File: config.mk
export PLATFORM = sky130hd
export DESIGN_NAME = msrv32_prefetch_buffer
export DESIGN_NICKNAME = d
export VERILOG_FILES = /design/src/rtl/msrv32_prefetch_buffer.sv
export SDC_FILE = /design/constraint.sdc
export NUM_CORES = 1
export LEC_CHECK = 0
export BUFFER_PORTS_ARGS = -buffer_cell sky130_fd_sc_hd__buf_2
export CORE_MARGIN = 3
export CORE_UTILIZATION = 46
export DETAILED_ROUTE_END_ITERATION = 6
export PLACE_DENSITY = 0.71
export SETUP_SLACK_MARGIN = 0.2
export SYNTH_ARGS = -nofsm -noshare
export SYNTH_HDL_FRONTEND = slang
export SYNTH_SLANG_ARGS = --single-unit
File: constraint.sdc
create_clock -name clk_in -period 2.4 [get_ports clk_in]
set_input_delay 0.48 -clock clk_in [delete_from_list [all_inputs] [get_ports clk_in]]
set_output_delay 0.48 -clock clk_in [all_outputs]
set_load 0.02 [all_outputs]
File: src/rtl/msrv32_prefetch_buffer.sv
// -----------------------------------------------------------------------------
// msrv32_prefetch_buffer
//
// Instruction prefetch buffer between the MSRV32 fetch stage and an
// AHB-Lite-style instruction bus.  Address and data phases are pipelined,
// with at most one data phase outstanding.  Fetched words are queued in a
// DEPTH-entry FIFO together with their PC and a bus-error flag.  The core
// drains the FIFO through a valid/ready handshake and can redirect fetch at
// any time (branch, jump, trap, mret).
//
// Optional feature macro: MSRV32_PF_BYPASS_EN
//   Defined   : when the FIFO is empty, a completing data phase is forwarded
//               combinationally to the head outputs (1-cycle fetch latency).
//   Undefined : head outputs come straight from FIFO storage (2-cycle latency).
//
// Ports
//   clk_in, rst_in                 clock, asynchronous active-low reset
//   imaddr_out, ireq_out           bus address phase (address is registered)
//   instr_in, instr_hready_in,
//   instr_hresp_in                 bus data phase / ready / error
//   redirect_in, redirect_addr_in  flush and restart fetch at a new address
//   instr_out, pc_out, err_out,
//   valid_out, ready_in            head-entry handshake towards the core
//   count_out                      number of occupied FIFO entries
// -----------------------------------------------------------------------------
module msrv32_prefetch_buffer #(
    parameter int          DEPTH        = 4,
    parameter logic [31:0] BOOT_ADDRESS = 32'h0000_0000
) (
    input  logic                       clk_in,
    input  logic                       rst_in,
    output logic [31:0]                imaddr_out,
    output logic                       ireq_out,
    input  logic [31:0]                instr_in,
    input  logic                       instr_hready_in,
    input  logic                       instr_hresp_in,
    input  logic                       redirect_in,
    input  logic [31:0]                redirect_addr_in,
    output logic [31:0]                instr_out,
    output logic [31:0]                pc_out,
    output logic                       err_out,
    output logic                       valid_out,
    input  logic                       ready_in,
    output logic [$clog2(DEPTH+1)-1:0] count_out
);

    localparam int AW = $clog2(DEPTH);
    localparam int CW = $clog2(DEPTH + 1);

    logic [31:0]   addr_q, addr_d;
    logic [31:0]   pend_pc_q, pend_pc_d;    // PC of the outstanding data phase
    logic          rst_hold_q;
    logic          halted_q, halted_d;
    logic          inflight_q, inflight_d;
    logic          discard_q, discard_d;    // outstanding data must be dropped
    logic [AW-1:0] wr_ptr_q, wr_ptr_d;
    logic [AW-1:0] rd_ptr_q, rd_ptr_d;
    logic [CW-1:0] count_q, count_d;

    logic [31:0]   mem_instr_q [DEPTH];
    logic [31:0]   mem_pc_q    [DEPTH];
    logic          mem_err_q   [DEPTH];

    logic          credit_ok;
    logic          accept;
    logic          dphase;
    logic          push;
    logic          wr_en;
    logic          pop_fifo;
    logic          fifo_valid;
    logic [31:0]   push_instr;
`ifdef MSRV32_PF_BYPASS_EN
    logic          bypass_hit;
`endif

    // ---------------------------------------------------------------- control
    always_comb begin
        // Queued entries plus the word still on the bus must fit, so a push is
        // never refused.
        credit_ok  = (32'(count_q) + 32'(inflight_q)) < 32'(DEPTH);
        // While a dropped data phase is still on the bus, hold off new requests
        // so the first word after a redirect is the redirect target.
        ireq_out   = !rst_hold_q && !halted_q && !discard_q && !redirect_in && credit_ok;
        accept     = ireq_out && instr_hready_in;
        dphase     = inflight_q && instr_hready_in;
        push       = dphase && !discard_q && !redirect_in;
        push_instr = instr_hresp_in ? 32'h0 : instr_in;
        fifo_valid = (count_q != '0);
        pop_fifo   = fifo_valid && ready_in && !redirect_in;
`ifdef MSRV32_PF_BYPASS_EN
        bypass_hit = push && !fifo_valid;
        // A forwarded word the core takes immediately never enters storage.
        wr_en      = push && !(bypass_hit && ready_in);
        valid_out  = fifo_valid || bypass_hit;
        instr_out  = bypass_hit ? push_instr     : mem_instr_q[rd_ptr_q];
        pc_out     = bypass_hit ? pend_pc_q      : mem_pc_q[rd_ptr_q];
        err_out    = bypass_hit ? instr_hresp_in : mem_err_q[rd_ptr_q];
`else
        wr_en      = push;
        valid_out  = fifo_valid;
        instr_out  = mem_instr_q[rd_ptr_q];
        pc_out     = mem_pc_q[rd_ptr_q];
        err_out    = mem_err_q[rd_ptr_q];
`endif
        imaddr_out = addr_q;
        count_out  = count_q;
    end

    // ------------------------------------------------------------- next state
    always_comb begin
        addr_d     = addr_q;
        pend_pc_d  = pend_pc_q;
        halted_d   = halted_q;
        inflight_d = inflight_q;
        discard_d  = discard_q;
        wr_ptr_d   = wr_ptr_q;
        rd_ptr_d   = rd_ptr_q;
        count_d    = count_q;

        if (accept) begin
            addr_d    = addr_q + 32'd4;
            pend_pc_d = addr_q;
        end

        if (accept) begin
            inflight_d = 1'b1;
        end else if (dphase) begin
            inflight_d = 1'b0;
        end

        if (redirect_in) begin
            addr_d    = {redirect_addr_in[31:2], 2'b00};
            halted_d  = 1'b0;
            // A data phase completing in this very cycle is simply not pushed;
            // one still waiting on hready must be dropped when it arrives.
            discard_d = inflight_q && !instr_hready_in;
            wr_ptr_d  = '0;
            rd_ptr_d  = '0;
            count_d   = '0;
        end else begin
            if (dphase) begin
                // An address accepted alongside an errored data phase belongs
                // to the abandoned stream and is dropped.
                discard_d = push && instr_hresp_in && accept;
            end
            if (push && instr_hresp_in) begin
                halted_d = 1'b1;
            end
            if (wr_en) begin
                wr_ptr_d = wr_ptr_q + AW'(1);
            end
            if (pop_fifo) begin
                rd_ptr_d = rd_ptr_q + AW'(1);
            end
            count_d = count_q + CW'(wr_en) - CW'(pop_fifo);
        end
    end

    // -------------------------------------------------------------- registers
    always_ff @(posedge clk_in or negedge rst_in) begin
        if (!rst_in) begin
            addr_q     <= BOOT_ADDRESS;
            pend_pc_q  <= '0;
            rst_hold_q <= 1'b1;
            halted_q   <= 1'b0;
            inflight_q <= 1'b0;
            discard_q  <= 1'b0;
            wr_ptr_q   <= '0;
            rd_ptr_q   <= '0;
            count_q    <= '0;
        end else begin
            addr_q     <= addr_d;
            pend_pc_q  <= pend_pc_d;
            rst_hold_q <= 1'b0;
            halted_q   <= halted_d;
            inflight_q <= inflight_d;
            discard_q  <= discard_d;
            wr_ptr_q   <= wr_ptr_d;
            rd_ptr_q   <= rd_ptr_d;
            count_q    <= count_d;
        end
    end

    // FIFO storage is reset so the head outputs read zero out of reset.
    always_ff @(posedge clk_in or negedge rst_in) begin
        if (!rst_in) begin
            for (int i = 0; i < DEPTH; i++) begin
                mem_instr_q[i] <= '0;
                mem_pc_q[i]    <= '0;
                mem_err_q[i]   <= 1'b0;
            end
        end else if (wr_en) begin
            mem_instr_q[wr_ptr_q] <= push_instr;
            mem_pc_q[wr_ptr_q]    <= pend_pc_q;
            mem_err_q[wr_ptr_q]   <= instr_hresp_in;
        end
    end

endmodule
# After elaboration in Yosys (flattened, before gate mapping)
# Cells that the tools add are included.
# totals
input_bits	70
regBits	335
ram_bits	0
word_cells	89
rom_bits	0
latchBits	0
n_memories	0
out_inout_bits	102
# classes
bitwise	2
order_cmp	4
div	0
addsub	6
n_mux	30
reduce_logical	26
n_eq_ne	0
multipliers	0
shifts	0
# ops
operator	count
$bwmux 128	2
$mux 32	8
$bmux 32 s2	2
$demux 32 s2	1
$add 32x3->32 const B	1
$logic_and 1x1->1	14
$reduce_bool 2->1	6
$mux 1	9
$mux 2	4
$ge 3x3->1 const B	2
$not 2->3	2
$logic_not 1->1	5
$add 2x1->2 const B	2
$add 3x1->4	1
$bwmux 4	1
$lt 4x3->1 const B	1
$add 3x1->3	1
$lt 3x1->1 const B	1
$mux 3	1
$reduce_bool 3->1	1
$sub 3x1->3	1
$bmux 1 s2	1
$demux 1 s2	1

# Depth between registers and ports, before layout
# logic_depth
ltp_word	9
mapped_depth	11
depth_no_buf	11

# Least setup slack after synthesis
# OpenSTA, ideal clock, no wires.
# synth_timing
kind	input -> register
from	input port redirect_in
to	register count_q[2], in the netlist count_out[2]
t_required_ns	2.268
t_arrival_ns	2.250
slack_ns	0.018
setup_ns	0.132
cell_stages	11
n_path_buf	3
cell_sequence	buf_6 > clkbuf_1 > clkbuf_1 > nor2_1 > ha_1 > inv_1 > ha_1 > inv_1 > fa_1 > xnor2_1 > nor2_1
# synth_via
elab_chain_cells	5
elab_cells_between_ends	6
classes_between	add/sub: 2; mux: 1; reduce/logical: 3
# synth_rtl
element	line_no	source
from (decl)	37	input logic redirect_in,
$logic_not 1->1	86, 89	
$logic_and 1x1->1	86	push = dphase && !discard_q && !redirect_in;
$add 3x1->3	155	count_d = count_q + CW'(wr_en) - CW'(pop_fifo);
$sub 3x1->3	155	
$mux 3 *	131	if (redirect_in) begin
named net count_d[2]	58	logic [CW-1:0] count_q, count_d;
to (signal assigned)	180	count_q <= count_d;
to (decl)	58	
# The timed path passes the listed nets; every way through them passes the cells marked *.
# A chain may end at the register's enable or synchronous reset.

# Final worst setup path
# layout_timing
from	register count_q[2], in the netlist count_out[2]
to	output port ireq_out
# layout_via
elab_chain_cells	3
# layout_rtl
element	line_no	source
$add 3x1->4	80	credit_ok = (32'(count_q) + 32'(inflight_q)) < 32'(DEPTH);
$lt 4x3->1	80	
$logic_and 1x1->1	83	ireq_out = !rst_hold_q && !halted_q && !discard_q && !redirect_in && credit_ok;
to (decl)	33	output logic ireq_out,
# Every way passes these cells.

==> impl_results.md <==
* Total GRT Usage at 20.0%
* Clock root buffer: clkbuf_16
* DRT Pass-1 Iters at 7
* Final worst path period need at about 2500 ps
* Vias in the first global route at 9,810
* Reg power frac at between 40% and 50%
* Clock share of power at 30.6%
* Largest net degree at the start of global routing at 64
* Final Max Slew Viols at 0
* Worst-path clk slew at ~60 ps
* Inserted Diodes at 0
* Fill count at around 2,400
* CTS tree: yes
* Core Region at approximately 31,000 µm²
* Worst Setup Start Kind: flip-flop
* First-pass GRT wire length at around 54,000 µm
* Non-Filler Instances at approximately 1,700
* Die ar. at about 34,000 µm²
* Die Span Y at 184 µm
* WP data arrival at roughly 2000 ps
* Async SR Flop Fraction at 100%
* Iter 0 DRT Violations at 508
* Sw frac at 29.9%
* Post-route setup slack at -95.0 ps
* Synth unique cells at 59
* Routed WL at around 34,000 µm
* Inst Count DP at ~1,600
* Clk_lat worst skew at 510 ps
* Most frequent cells in the layout: 317 x dfrtp_1, 253 x mux2_2, 110 x nand2_1
* # port buffers at approximately 170
* Sequential share of the synthesized area at around 55%
* Ranking of synthesized cells by area: dfrtp_1 55%, mux2_2 20%, mux4_2 9.7%
* Commonest non-fill, non-tap cell in the layout: dfrtp_1
* Worst Setup Path Type: reg2out
* Power Density at ~940 nW/µm²
* Total net switching power at a little over 0.005 W
* Setup-failing EPs final at 48
* Most used DFF post-synth: dfrtp_1
* Clock tree sinks at 323
* # nets final at about 1,300
* Routed wire length per instance at ~20 µm
* Internal power component at approximately 0.012 W
* Hpwl dp at ~22,000 µm
* Cts bufs inserted at 35
* I/O pins at approximately 170
* Setup TNS at -2120 ps
* Max frequency at 0.401 GHz
* Syn Std Cell Area at around 15,000 µm²
* Residual DRC at 0
* Final period utilization at 104%
* Worst hold start: redirect_addr_in[21]
* R2R Path Start: count_out[1]$_DFF_PN0_
* Htree depth at 2
* Initial Util at about 47%
* Max-slew headroom at 64.5%
* Maximum fanout along the worst path at 5
* DRT antenna net count at 0
* Chip width at between 150 and 200 µm
* LEAKAGE at around 8.8 nW
* Status: complete, but fails checks
* Yosys reg bits at around 320
* Top cell type by total area after synthesis: dfrtp_1
* Grt ovf at 0
* Layout cells sized above 1 at between 40% and 50%
* Clk_skew at 12.4 ps
* Crit path launch: count_out[2]$_DFF_PN0_
* CP Capture Type: output port
* Failing checks: setup timing
* Num rows at between 60 and 70
* Initial antenna violation count at 1
* Fin. Hold Viols at 0
* P&R area growth vs syn at 24.4%
* Crit path required time at around 1900 ps
* RSZ-0062 raised after global routing: true
* Mapped Cells at 1,038
* Maximum VDD drop at between 0.4 and 0.5 mV
* Vias per cell at 5.66
* Post-synth top area share at a little under three fifths
* Clock Path Buffers at 3
* Placer congestion estimate at 0.821
* Power, Total at 0.0170 W
* MaxCap Viol Count at 0
* Synth warn at 0
* Worst-margin pin slew at ~530 ps
* Worst Hold Class: in2reg
* Via count at 9,395
* Number of synthesized flops with an enable pin at 0
* Logic pwr share at between 20 and 30%
* Avg Inst Size Synth at about 14 µm²
power groups by stage:
stage / Sequential [W] / Combinational (W) / Clock (W)
6_report: 0.00687 / 0.00493 / 0.00521
5_1_grt: 0.00699 / 0.00526 / 0.00556
4_1_cts: 0.00687 / 0.00412 / 0.00533
3_5_place_dp: 0.00700 / 0.00383 / 0
3_3_place_gp: 0.00695 / 0.00378 / 0
2_1_floorplan: 0.00677 / 0.00257 / 0
per-layer routing:
layer	part of all wire (%)	track usage [%]	vias up
li1	-	-	4206
met1	44	28.0	4882
met2	48	32.5	258
met3	6.2	4.28	47
met4	1.7	4.75	2
met5	0.020	0	-
cell type report:
type	count	area (µm²)	share of cell area (%)
Inverter	14	52.6	0.289
Clock inverter	8	82.6	0.455
Tap cell	396	495	2.73
Clock buffer	51	1030	5.66
Sequential cell	323	8100	44.6
Timing Repair Buffer	225	2140	11.8
Multi-Input combinational cell	644	6260	34.5
state kept, by name, summed over array words and instances, names as in the netlist:
register and flops:
inflight_q 1, discard_q 1, count_out 3, mem_pc_q 120, mem_err_q 4, rd_ptr_q 2, mem_instr_q 128, halted_q 1
rst_hold_q 1, wr_ptr_q 2, imaddr_out 30, pend_pc_q 30
path summary, 6_finish.rpt:
kind / end / slack (ps) / cells after the start
max: ireq_out / -90 / 6
min: imaddr_out[21]$_DFFE_PN0P_ / 180 / 3
max reg2reg: count_out[1]$_DFF_PN0_ / 80 / 10
min reg2reg: mem_instr_q[34]$_DFFE_PN0P_ / 500 / 1
max in group asynchronous: mem_instr_q[89]$_DFFE_PN0P_ / 1120 / 3
min in group asynchronous: mem_instr_q[39]$_DFFE_PN0P_ / 540 / 2
synthesized netlist by cell type, drive strengths merged, types with 2 or more instances:
cell type	count
nand3	21
nor3b	2
o211ai	13
buf	41
inv	14
and2	2
mux4	63
nor2	24
ha	8
nand2b	2
a31oi	5
a21oi	9
nand2	117
dfrtp	322
nor3	5
o31a	2
and3	4
a21o	3
xnor2	3
or2	2
clkbuf	20
or4	2
or3	4
a221o	5
o21ai	16
nor4	4
xor2	2
o311ai	14
nand4	8
nor2b	33
mux2	253
stage by stage:
stage	hold slack [ps]	instance area, µm²	utilization, %	setup slack (ps)
2_1_floorplan	184	14600	-	207
3_3_place_gp	472	16300	52.7	200
3_5_place_dp	478	16300	52.7	190
4_1_cts	158	17600	56.9	-118
5_1_grt	178	18200	58.7	-167
6_report	178	18200	58.7	-95.0
critical path, cell delays in order, from the launching register on:
cell and delay (ps):
dfrtp_2 450, ha_4 170, and4b_1 260, mux2i_1 80
buf_4 160, nor3_4 230, buf_6 150
cell families (layout without fill, tap and decap cells):
logic type                 count (synthesis)  after routing  synth area share (%)
and+or+nand+nor                          233            233                  8.07
other                                      1              5                0.0257
DFF                                      323            323                  55.4
muxes                                    317            317                  29.3
xor gates and xnor gates                   5              5                 0.300
buffers and inverters                     75            298                  2.41
AOI/OAI and AO/OA                         75             75                  3.66
adders and majority gates                  9              9                 0.823
timing repair:
item                                   4_1_cts  5_1_grt
pin swaps                                    7        3
endpoints found under the hold margin       54        0
cloned                                       0        7
hold buffers                                 1        0
buffers inserted                             3        4
setup endpoints to repair                   65       76
resized for setup                           44      115
(Power assumes the default switching activity.)
